### src/rtl/sipo_frame_controller_pkg.sv
// sipo_pkg: shared state encoding and default frame width for the SIPO frame receiver.
package sipo_pkg;
    localparam int DEF_WIDTH = 4;
    typedef enum logic {
        ST_IDLE  = 1'b0,
        ST_SHIFT = 1'b1
    } state_t;
endpackage

### src/rtl/sipo_frame_controller_if.sv
// sipo_frame_controller_if: parallel word valid/ready handshake between receiver and consumer.
interface sipo_frame_controller_if import sipo_pkg::*; #(
    parameter int WIDTH = DEF_WIDTH
);
    logic [WIDTH-1:0] Pout_data;
    logic             Pout_valid;
    logic             Pout_ready;
    modport master (output Pout_data, output Pout_valid, input Pout_ready);
    modport slave  (input Pout_data, input Pout_valid, output Pout_ready);
endinterface

### src/rtl/sipo_shift_datapath.sv
// sipo_shift_datapath: WIDTH-bit left shift register, first bit ends up in the MSB.
module sipo_shift_datapath import sipo_pkg::*; #(
    parameter int WIDTH = DEF_WIDTH
) (
    input  logic             Clock,
    input  logic             Clear,
    input  logic             shift_en,
    input  logic             sync_clr,
    input  logic             Sin,
    output logic [WIDTH-1:0] sr
);
    always_ff @(posedge Clock or negedge Clear) begin
        if (!Clear) sr <= '0;
        else if (sync_clr) sr <= '0;
        else if (shift_en) sr <= {sr[WIDTH-2:0], Sin};
    end
endmodule

### src/rtl/sipo_frame_controller.sv
// sipo_frame_controller: framed serial receiver; counts strobed bits, hands completed words
// downstream over valid/ready and flags words dropped while the holding register is full.
module sipo_frame_controller import sipo_pkg::*; #(
    parameter  int WIDTH = DEF_WIDTH,
    localparam int CNT_W = $clog2(WIDTH + 1)
) (
    input  logic                     Clock,
    input  logic                     Clear,
    input  logic                     Start,
    input  logic                     Sin,
    input  logic                     Sin_valid,
    input  logic                     Clear_overrun,
    sipo_frame_controller_if.master  pout,
    output logic                     Busy,
    output logic [CNT_W-1:0]         Bit_count,
    output logic                     Overrun
);
    state_t           state;
    logic [WIDTH-1:0] sr;
    logic             shifting, done, xfer;
    assign shifting = (state == ST_SHIFT) && !Start && Sin_valid;
    assign done     = shifting && (Bit_count == CNT_W'(WIDTH - 1));
    assign xfer     = pout.Pout_valid && pout.Pout_ready;
    sipo_shift_datapath #(.WIDTH(WIDTH)) u_dp (
        .Clock    (Clock),
        .Clear    (Clear),
        .shift_en (shifting),
        .sync_clr (Start),
        .Sin      (Sin),
        .sr       (sr)
    );
    // The completing bit is folded in directly so the word lands in the holding register on the same edge.
    always_ff @(posedge Clock or negedge Clear) begin
        if (!Clear) begin
            state           <= ST_IDLE;
            Busy            <= 1'b0;
            Bit_count       <= '0;
            Overrun         <= 1'b0;
            pout.Pout_data  <= '0;
            pout.Pout_valid <= 1'b0;
        end else begin
            state     <= Start ? ST_SHIFT : done ? ST_IDLE : state;
            Busy      <= Start || ((state == ST_SHIFT) && !done);
            Bit_count <= (Start || done) ? '0 : shifting ? Bit_count + 1'b1 : Bit_count;
            Overrun   <= (done && pout.Pout_valid && !xfer) ? 1'b1 : Clear_overrun ? 1'b0 : Overrun;
            if (done && (!pout.Pout_valid || xfer)) begin
                pout.Pout_data  <= {sr[WIDTH-2:0], Sin};
                pout.Pout_valid <= 1'b1;
            end else if (xfer) begin
                pout.Pout_valid <= 1'b0;
            end
        end
    end
endmodule

### src/flat_wrapper.sv
// flat-port wrapper written by rule: the top's interface ports become plain ports
module sipo_frame_controller_flat import sipo_pkg::*;
#(
    parameter  int WIDTH = DEF_WIDTH,
    localparam int CNT_W = $clog2(WIDTH + 1)
)
  (Clock, Clear, Start, Sin, Sin_valid, Clear_overrun, Busy, Bit_count, Overrun, pout_Pout_data, pout_Pout_valid, pout_Pout_ready);
  sipo_frame_controller_if #(.WIDTH(WIDTH)) pout_i ();
  input  logic Clock;
  input  logic Clear;
  input  logic Start;
  input  logic Sin;
  input  logic Sin_valid;
  input  logic Clear_overrun;
  output logic Busy;
  output logic [CNT_W-1:0] Bit_count;
  output logic Overrun;
  output wire logic [$bits(pout_i.Pout_data)-1:0] pout_Pout_data;
  output wire logic [$bits(pout_i.Pout_valid)-1:0] pout_Pout_valid;
  input wire logic [$bits(pout_i.Pout_ready)-1:0] pout_Pout_ready;
  assign pout_Pout_data = pout_i.Pout_data;
  assign pout_Pout_valid = pout_i.Pout_valid;
  assign pout_i.Pout_ready = pout_Pout_ready;
  sipo_frame_controller #(.WIDTH(WIDTH)) u_core (.Clock(Clock), .Clear(Clear), .Start(Start), .Sin(Sin), .Sin_valid(Sin_valid), .Clear_overrun(Clear_overrun), .pout(pout_i), .Busy(Busy), .Bit_count(Bit_count), .Overrun(Overrun));
endmodule
### config.mk
export PLATFORM = sky130hd
export DESIGN_NAME = sipo_frame_controller_flat
export DESIGN_NICKNAME = d
export VERILOG_FILES = /design/src/rtl/sipo_frame_controller_pkg.sv /design/src/rtl/sipo_frame_controller_if.sv /design/src/rtl/sipo_shift_datapath.sv /design/src/rtl/sipo_frame_controller.sv /design/src/flat_wrapper.sv
export SDC_FILE = /design/constraint.sdc
export NUM_CORES = 1
export LEC_CHECK = 0
export ABC_AREA = 1
export BUFFER_PORTS_ARGS = -buffer_cell sky130_fd_sc_hd__buf_2
export CAP_MARGIN = 5
export CORE_AREA = 5 5 42 44
export DETAILED_ROUTE_END_ITERATION = 10
export DIE_AREA = 0 0 47 49
export GPL_TIMING_DRIVEN = 0
export PLACE_DENSITY = 0.75
export SYNTH_ARGS = -nofsm -noshare
export SYNTH_HDL_FRONTEND = slang
export SYNTH_SLANG_ARGS = --single-unit
### constraint.sdc
create_clock -name Clock -period 1.5 [get_ports Clock]
set_input_delay 0.225 -clock Clock [delete_from_list [all_inputs] [get_ports Clock]]
set_output_delay 0.225 -clock Clock [all_outputs]
set_load 0.01 [all_outputs]
==> impl_results.md <==
* Width of the die at 47 um
* Cell count after synthesis at 65
* Crit Path Category: register to register
* Worst-skew pair later-pin latency at about 0.28 ns
* Fmax at about 0.76 GHz
* Clk root buf: clkbuf_4
* CP Data Arrival Time at 1.54 ns
* 1st-pass router iterations at 4
* Vias in the first global route at 503
* CTS tree: built
* Mapped Area at a little under 600 um^2
* Ys Warns at 0
* IO Count at 17
* Drt via density at approximately 4.6
* Seq/Total Area, Yosys at ~59%
* Inst Count DP at 97
* Clk sinks at 14
* Via Count at ~470
* Max_cap viols at 0
* Largest net degree at the start of global routing at 15
* RSZ-0062 raised after global routing: false
* DR iter-0 viols at 2
* Slew margin rel. at ~73%
* Pins over their slew limit at 0
* Standard-cell row count at 14
* Endpoints failing setup at 0
* Core ar. at between 0.001 and 0.0015 mm^2
* Syn nets at 74
* CP required at approximately 1.7 ns
* Tot Pwr at 0.796 mW
* Nets at 96
* Min-delay worst type: input port to register
* WL/cell at 11.5 um
* First-pass GRT wire length at a little over 2000 um
* Clock transition at the registers of the reported paths at 0.09 ns
* GRT overflow at 0
* Critical path, cell by cell: ha_1 -> ha_1 -> buf_2 -> nand3_1 -> nand2_1 -> nand2_1
* FILL cells at between 100 and 150
* PostCTS Resize Cnt at 0
* Period utilization at between 80 and 90%
* Flops & latches, synth at 14
* Worst stage delay on the critical path at 0.41 ns
* Clk_skew at 0.00254 ns
* Cell variety after synth at 12
* Slowest-stage cell, CP: dfrtp_1
* Post-CTS Repair Setup Buffers at 0
* PD cells at 1080 mW/mm^2
* I/O Buffers at 16
* Clock Path Buffers at 2
* Mean Syn Cell Area at 9.07 um^2
* Status: complete, no violations
* Worst Tran Pin Value at a little over 0.4 ns
* Register area at 350 um^2
* GP Congestion at around 0.7
* Remaining DRCs at 0
* Final min period at 1.32 ns
* P&R area growth vs syn at 24.8%
* Antenna Cells at 0
* Die Y-Extent at roughly 49 um
* Crit Path Max Fanout at 8
* Die area at 0.00230 mm^2
* Antenna viol nets, final at 0
* P_leak at about 0.43 nW
* CP startpoint kind: register
* Setup_tns at 0 ns
* CTS H-tree depth at 1
* Critical path endpoint category: register
* Multi-input logic area at around 200 um^2
* Starting density of the core at between 40% and 50%
* Initial antenna violation count at 0
* Ratio of cells with drive above 1 in the final layout at between 20% and 30%
* Gr usage total at around an eighth
* Routed Wire Length at approximately 1200 um
* Hold Vio Cnt, Final at 0
* # hold bufs at CTS at 1
* CTS Buf Count at 3
* VDD IR-drop max at between 0.0006 and 0.0007 V
* DP Wirelength at approximately 870 um
* Final cell count without fillers at slightly above 100
==> worst paths after layout <==
check	endpoint	start	cells past startpoint	slack [ns]
min in group asynchronous	u_core.Overrun	Clear	2	0.35
setup reg to reg	u_core.pout.Pout_data[1]	u_core.Bit_count[0]	6	0.18
hold reg to reg	u_core.pout.Pout_data[2]	u_core.pout.Pout_data[2]	2	0.47
hold / removal	u_core.u_dp.sr[0]	Sin	3	0.16
setup / recovery	u_core.pout.Pout_data[1]	u_core.Bit_count[0]	6	0.18
max in group asynchronous	u_core.pout.Pout_data[0]	Clear	2	0.92
==> worst max-delay path, delay by kind of cell (launching register included) <==
family / cells / cell delay [ns]
buffers and inverters: 1 / 0.16
and+or+nand+nor: 3 / 0.29
adders and majority gates: 2 / 0.39
DFF: 1 / 0.41
==> placed cells by master, fill, tap and decap left out, drive strengths merged <==
| cell | netlist | routed |
|---|---|---|
| nand4 | 4 | 4 |
| nor2 | 3 | 3 |
| dlygate4sd3 | 0 | 1 |
| nand3 | 2 | 2 |
| buf | 2 | 18 |
| nand3b | 1 | 1 |
| nand2 | 29 | 29 |
| dfrtp | 14 | 14 |
| o21ai | 2 | 2 |
| ha | 2 | 2 |
| clkbuf | 0 | 4 |
| inv | 6 | 6 |
==> sequential cells by signal (all words and copies together), names as in the netlist <==
register                cells
u_core.state                1
u_core.Overrun              1
u_core.pout.Pout_valid      1
u_core.pout.Pout_data       4
u_core.u_dp.sr              3
u_core.Bit_count            3
u_core.Busy                 1
==> stage by stage <==
| step | hold WS, ns | setup WS, ns | utilization (%) | instance area (um^2) |
|---|---|---|---|---|
| final | 0.160 | 0.184 | 52.5 | 736 |
| after global routing | 0.159 | 0.0653 | 52.5 | 736 |
| after CTS | 0.145 | 0.175 | 52.5 | 736 |
| after detailed placement | 0.137 | 0.198 | 49.2 | 689 |
| after global placement | 0.131 | 0.247 | 49.2 | 689 |
| after floorplan | -0.0706 | 0.273 | - | 589 |
==> logic make-up (layout without fill, tap and decap cells) <==
family | count (synthesis) | in the layout | synth area share (%)
and+or+nand+nor | 39 | 39 | 28.0
DFF | 14 | 14 | 59.4
buffers and inverters | 8 | 29 | 6.58
adders and majority gates | 2 | 2 | 4.25
AOI/OAI and AO/OA | 2 | 2 | 1.70
==> report_power, final <==
part	switching [mW]	internal (mW)	leakage, nW	total, mW
Combinational	0.0597	0.0427	0.225	0.102
Sequential	0.0164	0.403	0.182	0.420
Clock	0.126	0.148	0.0210	0.274
Total	0.202	0.594	0.427	0.796
==> layer usage <==
layer | track usage [%] | part of all wire, %
met2 | 18.6 | 46
met5 | 0 | 0
met3 | 2.21 | 7.1
met1 | 14.8 | 44
met4 | 8.29 | 2.8
==> synth_stat cells <==
master | instances | area share, %
buf_2 | 1 | 0.85
nor2_1 | 2 | 1.3
nor2_2 | 1 | 1.1
inv_1 | 6 | 3.8
dfrtp_1 | 14 | 59
o21ai_0 | 2 | 1.7
buf_6 | 1 | 1.9
nand3b_1 | 1 | 1.3
nand2_1 | 29 | 18
nand3_1 | 2 | 1.7
ha_1 | 2 | 4.2
nand4_1 | 4 | 4.2
==> layout make-up <==
cell class | instances | area share [%]
well taps | 16 | 2.72
plain buffers | 2 | 2.21
clock buffers | 4 | 4.93
multi-input cells | 43 | 27.2
flip-flops and latches | 14 | 47.6
inverters | 6 | 3.06
repair buffers | 17 | 12.2
Note: power is estimated with default switching activity, not from simulation.
